[src/rtl/instr_fetch.sv]
// Instruction fetch reader: issues in-order ROM reads at the PC address, tracks in-flight
// requests, and buffers returned {addr, data} words for decode behind a valid/ready handshake.
module instr_fetch #(
  parameter int DEPTH = 4
) (
  input  logic                         i_clk,
  input  logic                         i_reset_n,
  input  logic [15:0]                  i_pc_addr,
  output logic                         o_pc_inc,
  input  logic                         i_flush,
  output logic                         o_mem_req_valid,
  input  logic                         i_mem_req_ready,
  output logic [15:0]                  o_mem_addr,
  input  logic                         i_mem_rsp_valid,
  input  logic [15:0]                  i_mem_rsp_data,
  output logic                         o_ins_valid,
  input  logic                         i_ins_ready,
  output logic [15:0]                  o_ins_data,
  output logic [15:0]                  o_ins_addr,
  output logic [$clog2(DEPTH+1)-1:0]   o_dbg_outstanding,
  output logic [$clog2(DEPTH+1)-1:0]   o_dbg_count,
  output logic [$clog2(DEPTH+1)-1:0]   o_dbg_discard
);

  localparam int AW = $clog2(DEPTH);
  localparam int CW = $clog2(DEPTH+1);
  localparam logic [CW:0] LIM = (CW+1)'(DEPTH);

  // Handshakes: a transfer happens on a channel in a cycle where its valid and ready are
  // both high at the rising edge; valid never depends on the ready of the same channel.

  logic [CW-1:0] r_outstanding;
  logic [CW-1:0] r_count;
  logic [CW-1:0] r_discard;
  logic [AW-1:0] r_pend_wr;
  logic [AW-1:0] r_pend_rd;
  logic [AW-1:0] r_fifo_wr;
  logic [AW-1:0] r_fifo_rd;
  logic [15:0]   r_pend      [DEPTH];
  logic [15:0]   r_fifo_addr [DEPTH];
  logic [15:0]   r_fifo_data [DEPTH];

  logic [CW:0]   w_occ;
  logic          w_credit;
  logic          w_accept;
  logic          w_rsp;
  logic          w_push;
  logic          w_pop;

  // Credit uses registered occupancy only, so a same-cycle pop never frees a slot early.
  assign w_occ    = {1'b0, r_outstanding} + {1'b0, r_count};
  assign w_credit = (w_occ < LIM);

  assign o_mem_req_valid = i_reset_n && !i_flush && w_credit;
  assign o_mem_addr      = i_pc_addr;
  assign w_accept        = o_mem_req_valid && i_mem_req_ready;
  assign o_pc_inc        = w_accept;

  // A response with nothing outstanding is an environment error and is ignored.
  assign w_rsp  = i_mem_rsp_valid && (r_outstanding != '0);
  assign w_push = w_rsp && !i_flush && (r_discard == '0);

  assign o_ins_valid = (r_count != '0) && !i_flush;
  assign w_pop       = o_ins_valid && i_ins_ready;
  assign o_ins_data  = r_fifo_data[r_fifo_rd];
  assign o_ins_addr  = r_fifo_addr[r_fifo_rd];

  assign o_dbg_outstanding = r_outstanding;
  assign o_dbg_count       = r_count;
  assign o_dbg_discard     = r_discard;

  always_ff @(posedge i_clk) begin
    if (!i_reset_n) begin
      r_outstanding <= '0;
      r_count       <= '0;
      r_discard     <= '0;
      r_pend_wr     <= '0;
      r_pend_rd     <= '0;
      r_fifo_wr     <= '0;
      r_fifo_rd     <= '0;
    end else begin
      if (w_accept) r_pend_wr <= r_pend_wr + AW'(1);
      if (w_rsp)    r_pend_rd <= r_pend_rd + AW'(1);
      r_outstanding <= r_outstanding + CW'(w_accept) - CW'(w_rsp);
      if (i_flush) begin
        // Everything still in flight after this edge belongs to the old stream.
        r_count   <= '0;
        r_fifo_wr <= '0;
        r_fifo_rd <= '0;
        r_discard <= r_outstanding - CW'(w_rsp);
      end else begin
        if (w_rsp && (r_discard != '0)) r_discard <= r_discard - CW'(1);
        if (w_push) r_fifo_wr <= r_fifo_wr + AW'(1);
        if (w_pop)  r_fifo_rd <= r_fifo_rd + AW'(1);
        r_count <= r_count + CW'(w_push) - CW'(w_pop);
      end
    end
  end

  always_ff @(posedge i_clk) begin
    if (i_reset_n && w_accept) r_pend[r_pend_wr] <= i_pc_addr;
    if (i_reset_n && w_push) begin
      r_fifo_addr[r_fifo_wr] <= r_pend[r_pend_rd];
      r_fifo_data[r_fifo_wr] <= i_mem_rsp_data;
    end
  end

endmodule

[config.mk]
export PLATFORM = sky130hd
export DESIGN_NAME = instr_fetch
export DESIGN_NICKNAME = d
export VERILOG_FILES = /design/src/rtl/instr_fetch.sv
export SDC_FILE = /design/constraint.sdc
export NUM_CORES = 1
export LEC_CHECK = 0
export CORE_MARGIN = 3
export CORE_UTILIZATION = 35
export DETAILED_ROUTE_END_ITERATION = 8
export PLACE_DENSITY = 0.57
export SKIP_CTS_REPAIR_TIMING = 1
export SLEW_MARGIN = 20
export SYNTH_ARGS = -nofsm -noshare
export SYNTH_HDL_FRONTEND = slang
export SYNTH_SLANG_ARGS = --single-unit
[constraint.sdc]
create_clock -name i_clk -period 2.25 [get_ports i_clk]
set_input_delay 0.5625 -clock i_clk [delete_from_list [all_inputs] [get_ports i_clk]]
set_output_delay 0.5625 -clock i_clk [all_outputs]
set_load 0.1 [all_outputs]
=== Word-level counts from Yosys, hierarchy flattened ===
Memory sizes are Yosys's and may differ from the RTL's. A register that Yosys moved wholly into a read port is not among the register bits.
Index checks and enable logic that the tools add are counted.
Widths: inputs -> output; s select.

* Register bits: 17
* Memory bits (writable): 192
* Input bits: 38
* Word-level logic and storage cells: 53
* Memories: 3

* $add $sub $neg: 11
* Magnitude comparators: 1
* Mux-type cells: 12
* Bitwise logic cells: 1
* Reductions and logical operators: 18

{| class="wikitable"
|+ Memory list
! memory !! depth !! width !! rd ports !! clocked after memory_dff !! wr ports !! line !! text
|-
| r_fifo_addr || 4 || 16 || 1 || 1 || 1 || 40 || <nowiki>logic [15:0] r_fifo_addr [DEPTH];</nowiki>
|-
| r_fifo_data || 4 || 16 || 1 || 1 || 1 || 41 || <nowiki>logic [15:0] r_fifo_data [DEPTH];</nowiki>
|-
| r_pend || 4 || 16 || 1 || 1 || 1 || 39 || <nowiki>logic [15:0] r_pend [DEPTH];</nowiki>
|}

{| class="wikitable"
|+ Operators by type and width
! cell !! number
|-
| $mux 2 || 6
|-
| $logic_and 1x1->1 || 11
|-
| $reduce_bool 3->1 || 3
|-
| $sub 3x1->3 || 3
|-
| $add 2x1->2 const B || 4
|-
| $add 3x1->3 || 2
|-
| $mux 3 || 2
|-
| $add 3x3->4 || 1
|-
| $lt 4x3->1 const B || 1
|-
| $mux 1 || 4
|-
| $logic_not 3->1 || 1
|-
| $sub 3x1->3 const B || 1
|-
| $reduce_bool 2->1 || 1
|-
| $reduce_or 2->1 || 1
|-
| $logic_not 1->1 || 1
|-
| $not 1->1 || 1
|}

=== Depth between registers and ports, before layout ===
Gate-level depths: netlist of run 1.

* Depth in word-level cells: 7
* Gate-level depth with buffers: 11
* Gate-level depth less buffers: 11

=== Least setup slack after synthesis of run 1 ===
No wires, ideal clock.

* Kind: flip-flop to output port
* Start point: register r_count[1], in the netlist o_dbg_count[1]
* End point: output port o_mem_req_valid
* Arrival time: 3892 ps
* Data required time: 1688 ps
* Slack: -2204 ps
* Stages on the path, launching flop included: 4
* Buffers on the path: 0
* Cells stage by stage: dfxtp_1 ha_1 a311o_1 nor3_1

* Word-level cells in the longest chain between the ends: 3

{| class="wikitable"
|+ Ends and longest elaborated chain
! element !! line !! text
|-
| start, declared || 33 || <nowiki>logic [CW-1:0] r_count;</nowiki>
|-
| start signal, assigned || 95 || <nowiki>r_count <= r_count + CW'(w_push) - CW'(w_pop);</nowiki>
|-
| $add 3x3->4 || 51 || <nowiki>assign w_occ = {1'b0, r_outstanding} + {1'b0, r_count};</nowiki>
|-
| $lt 4x3->1 || 52 || <nowiki>assign w_credit = (w_occ < LIM);</nowiki>
|-
| $logic_and 1x1->1 || 54 || <nowiki>assign o_mem_req_valid = i_reset_n && !i_flush && w_credit;</nowiki>
|-
| end, declared || 11 || <nowiki>output logic o_mem_req_valid,</nowiki>
|}

Every way passes these cells.

=== Worst setup path after layout of run 1 ===
* Start point: register r_outstanding[1], in the netlist o_dbg_outstanding[1]
* End point: output port o_pc_inc

* Word-level cells in the longest chain between the ends: 4

{| class="wikitable"
|+ Ends and longest elaborated chain
! element !! line !! text
|-
| start, declared || 32 || <nowiki>logic [CW-1:0] r_outstanding;</nowiki>
|-
| start signal, assigned || 84 || <nowiki>r_outstanding <= r_outstanding + CW'(w_accept) - CW'(w_rsp);</nowiki>
|-
| $add 3x3->4 || 51 ||
|-
| $lt 4x3->1 || 52 ||
|-
| $logic_and 1x1->1 || 54 ||
|-
| $logic_and 1x1->1 || 56 || <nowiki>assign w_accept = o_mem_req_valid && i_mem_req_ready;</nowiki>
|-
| end, declared || 9 || <nowiki>output logic o_pc_inc,</nowiki>
|}

Every way passes these cells.

==> metrics.txt, run 1 <==
remaining routing DRC violations 0; initial antenna violation count 0; drt pass-1 iters 4; cell count of the worst reg-to-reg path 8; largest cells by area after synthesis edfxtp_1 70%, mux4_2 13%, dfxtp_1 5.1%; met1 usage 0.150; final setup margin -0.454 ns; final hold vios 0; RSZ-0062 raised after global routing yes; iteration-0 DRC count of the detailed router 206; r2r endpoint o_dbg_outstanding[1]; Post-Syn Area 8260 um^2; CTS Buf Count 23; WP data arrival 2.14 ns; Area growth syn-to-layout 36.3%; num rows 55; Yosys top cell area share 0.698; Via Count 4012; Post-layout nets 585; CTS tree built; fin crit period 2.70 ns; syn_area_per_cell 20.9 um^2; path type of the worst setup path flop to output pin; largest net degree at the start of global routing 33; Final Skew 0.0104 ns; Max Freq 0.370 GHz; critical path required time 1.69 ns; Detailed Place HPWL 9920 um; worst setup path start o_dbg_outstanding[1]; setup_tns -6.74 ns; grt peak-use layer met2; flops & latches, synth 213; slew at the pin closest to its max-slew limit 0.562 ns; reg2reg start o_dbg_outstanding[1]; Clk pin slew, worst setup/hold paths 0.06 ns; critical path startpoint category flop; Root Buffer clkbuf_16; Crit Path Max Fanout 3; Die Height 160 um; final wirelength 15700 um; number of flops mapped to enable cells by yosys 192; failing checks setup timing; PD cells 907 nW/um^2; sequential share of the synthesized area 0.749; Syn Nets 453; Worst-Skew Late Latency 0.50 ns; worst hold path type flop to flop; FFs w/ async S/R, synth 0; Final Max Tran Viols 0; DIE AREA 25500 um^2; I/O pins 98; Unique masters post-synth 36; Post-synth top cells 192 x edfxtp_1, 48 x mux4_2, 21 x dfxtp_1; outcome finished, violations left; area leader, netlist edfxtp_1; first-pass GRT wire length 24100 um; Max Cap Viol 0; Avg WL per Cell 18.3 um; vias in the first global route 4309; Cells after Synth 396; H-tree depth 1; Synth Warn # 0; Buffers on Ports 97; design area 11300 um^2; count leader, synth edfxtp_1; Setup violations, final 37; layout cells sized above 1 0.392; CTS max path bufs 3; Initial Utilization 0.361; total core area 22900 um^2; placed inst area 10400 um^2; WHS Path Cells 2; Congestion Overflow GR 0; number of diodes 0; vias per cell 4.68; Critical Path End Type output pin; gr usage total 0.119; met2 Resource Use GR 0.209; Power Total 10.2 mW; Routed Antenna Nets 0; met3 usage 0.0252; Worst R2R Setup Slack -0.05 ns; placer congestion estimate 0.707; Slew Limit Headroom 0.622; crit share post-route 1.20; leakage 3.78 nW; worst vdd ir 0.000478 V; Primary FF master, synth edfxtp_1; Chip Width 160 um; Hold Startpoint r_fifo_rd[1]; Sink Count 213
## stage by stage
step	instances	utilization	worst slack, ns	hold slack (ns)
after floorplan	396	-	-1.11	0.450
after detailed placement	806	0.453	-0.494	0.469
final	857	0.491	-0.454	0.479
after global placement	806	0.453	-0.395	0.461
after global routing	857	0.491	-0.514	0.500
after CTS	847	0.482	-0.520	0.479
## power by group
group          switching (mW)  internal, mW  leakage (nW)
sequential             0.0714          4.58          1.91
combinational            1.38         0.890          1.55
clock                    1.42          1.87         0.327
total                    2.88          7.34          3.78
## cell usage in the layout, fill, tap and decap left out, types with 2 or more instances in the layout
cell type,n
clkdlybuf4s50_1,36
mux4_2,48
or4_1,2
inv_1,12
a21boi_0,2
clkinv_2,4
clkinv_1,8
and2_1,6
clkbuf_1,2
nor2b_1,3
dfxtp_2,4
xor2_1,2
dfxtp_4,7
and2_2,7
inv_2,2
a21oi_1,4
o21ai_0,2
o311a_1,2
nand2_1,7
nor3_2,2
clkbuf_16,26
nor3_1,4
clkinv_4,2
nand2b_1,3
nand3_1,2
ha_4,3
nor2_1,2
xnor2_1,3
buf_12,66
buf_6,3
and2_4,2
mux2i_1,4
dfxtp_1,10
ha_1,14
buf_4,28
edfxtp_1,192
## routing by layer
layer	up-vias	share of wire
met2	103	0.53
li1	1842	-
met4	0	0.019
met3	23	0.046
met5	-	0
met1	2044	0.41
## flip-flops by register name, indices dropped and copies added, names as in the netlist, named ones only
name               count
o_dbg_count            3
o_dbg_discard          3
o_dbg_outstanding      3
r_fifo_addr           64
r_fifo_data           64
r_fifo_rd              2
r_fifo_wr              2
r_pend                64
r_pend_rd              2
r_pend_wr              2
## how the worst max path moves through the flow
stage / end / slack [ns] / cells past startpoint
final: o_pc_inc / -0.45 / 6
after global routing: o_pc_inc / -0.51 / 6
after CTS: o_pc_inc / -0.52 / 6
after detailed placement: o_dbg_count[2] / -0.49 / 10
after global placement: o_dbg_count[2] / -0.39 / 10
after floorplan: o_dbg_outstanding[2] / -1.11 / 8
## cell families after synthesis
| kind of cell | after synthesis | synth area share |
|---|---|---|
| AO/OA/AOI/OAI | 16 | 0.0138 |
| flip-flops | 213 | 0.749 |
| XOR/XNOR | 6 | 0.00636 |
| multiplexers | 52 | 0.136 |
| AND/OR/NAND/NOR | 45 | 0.0335 |
| adder cells (fa/ha/maj) | 19 | 0.0306 |
| buffers and inverters | 45 | 0.0315 |
## cell type report
class / instances / area [um^2]
repair buffers: 138 / 2030
clock inverters: 16 / 83.8
clock buffers: 25 / 583
inverters: 14 / 52.6
well taps: 313 / 392
fillers: 1821 / 11700
flip-flops and latches: 213 / 6220
multi-input cells: 138 / 1900
## worst max-delay path: stages (launching register included)
cell	delay (ns)
dfxtp_4	0.34
buf_6	0.12
ha_4	0.22
a311o_1	0.32
nor4b_4	0.31
buf_4	0.18
buf_12	0.16
(Power assumes the default switching activity.)
==> run 2: changes to the inputs <==
CTS_CLUSTER_SIZE = 25   (was not set)
SLEW_MARGIN = not set   (was 20)
==> results of run 2 <==
The final DEF is identical to that of run 1; final timing and power are the same.
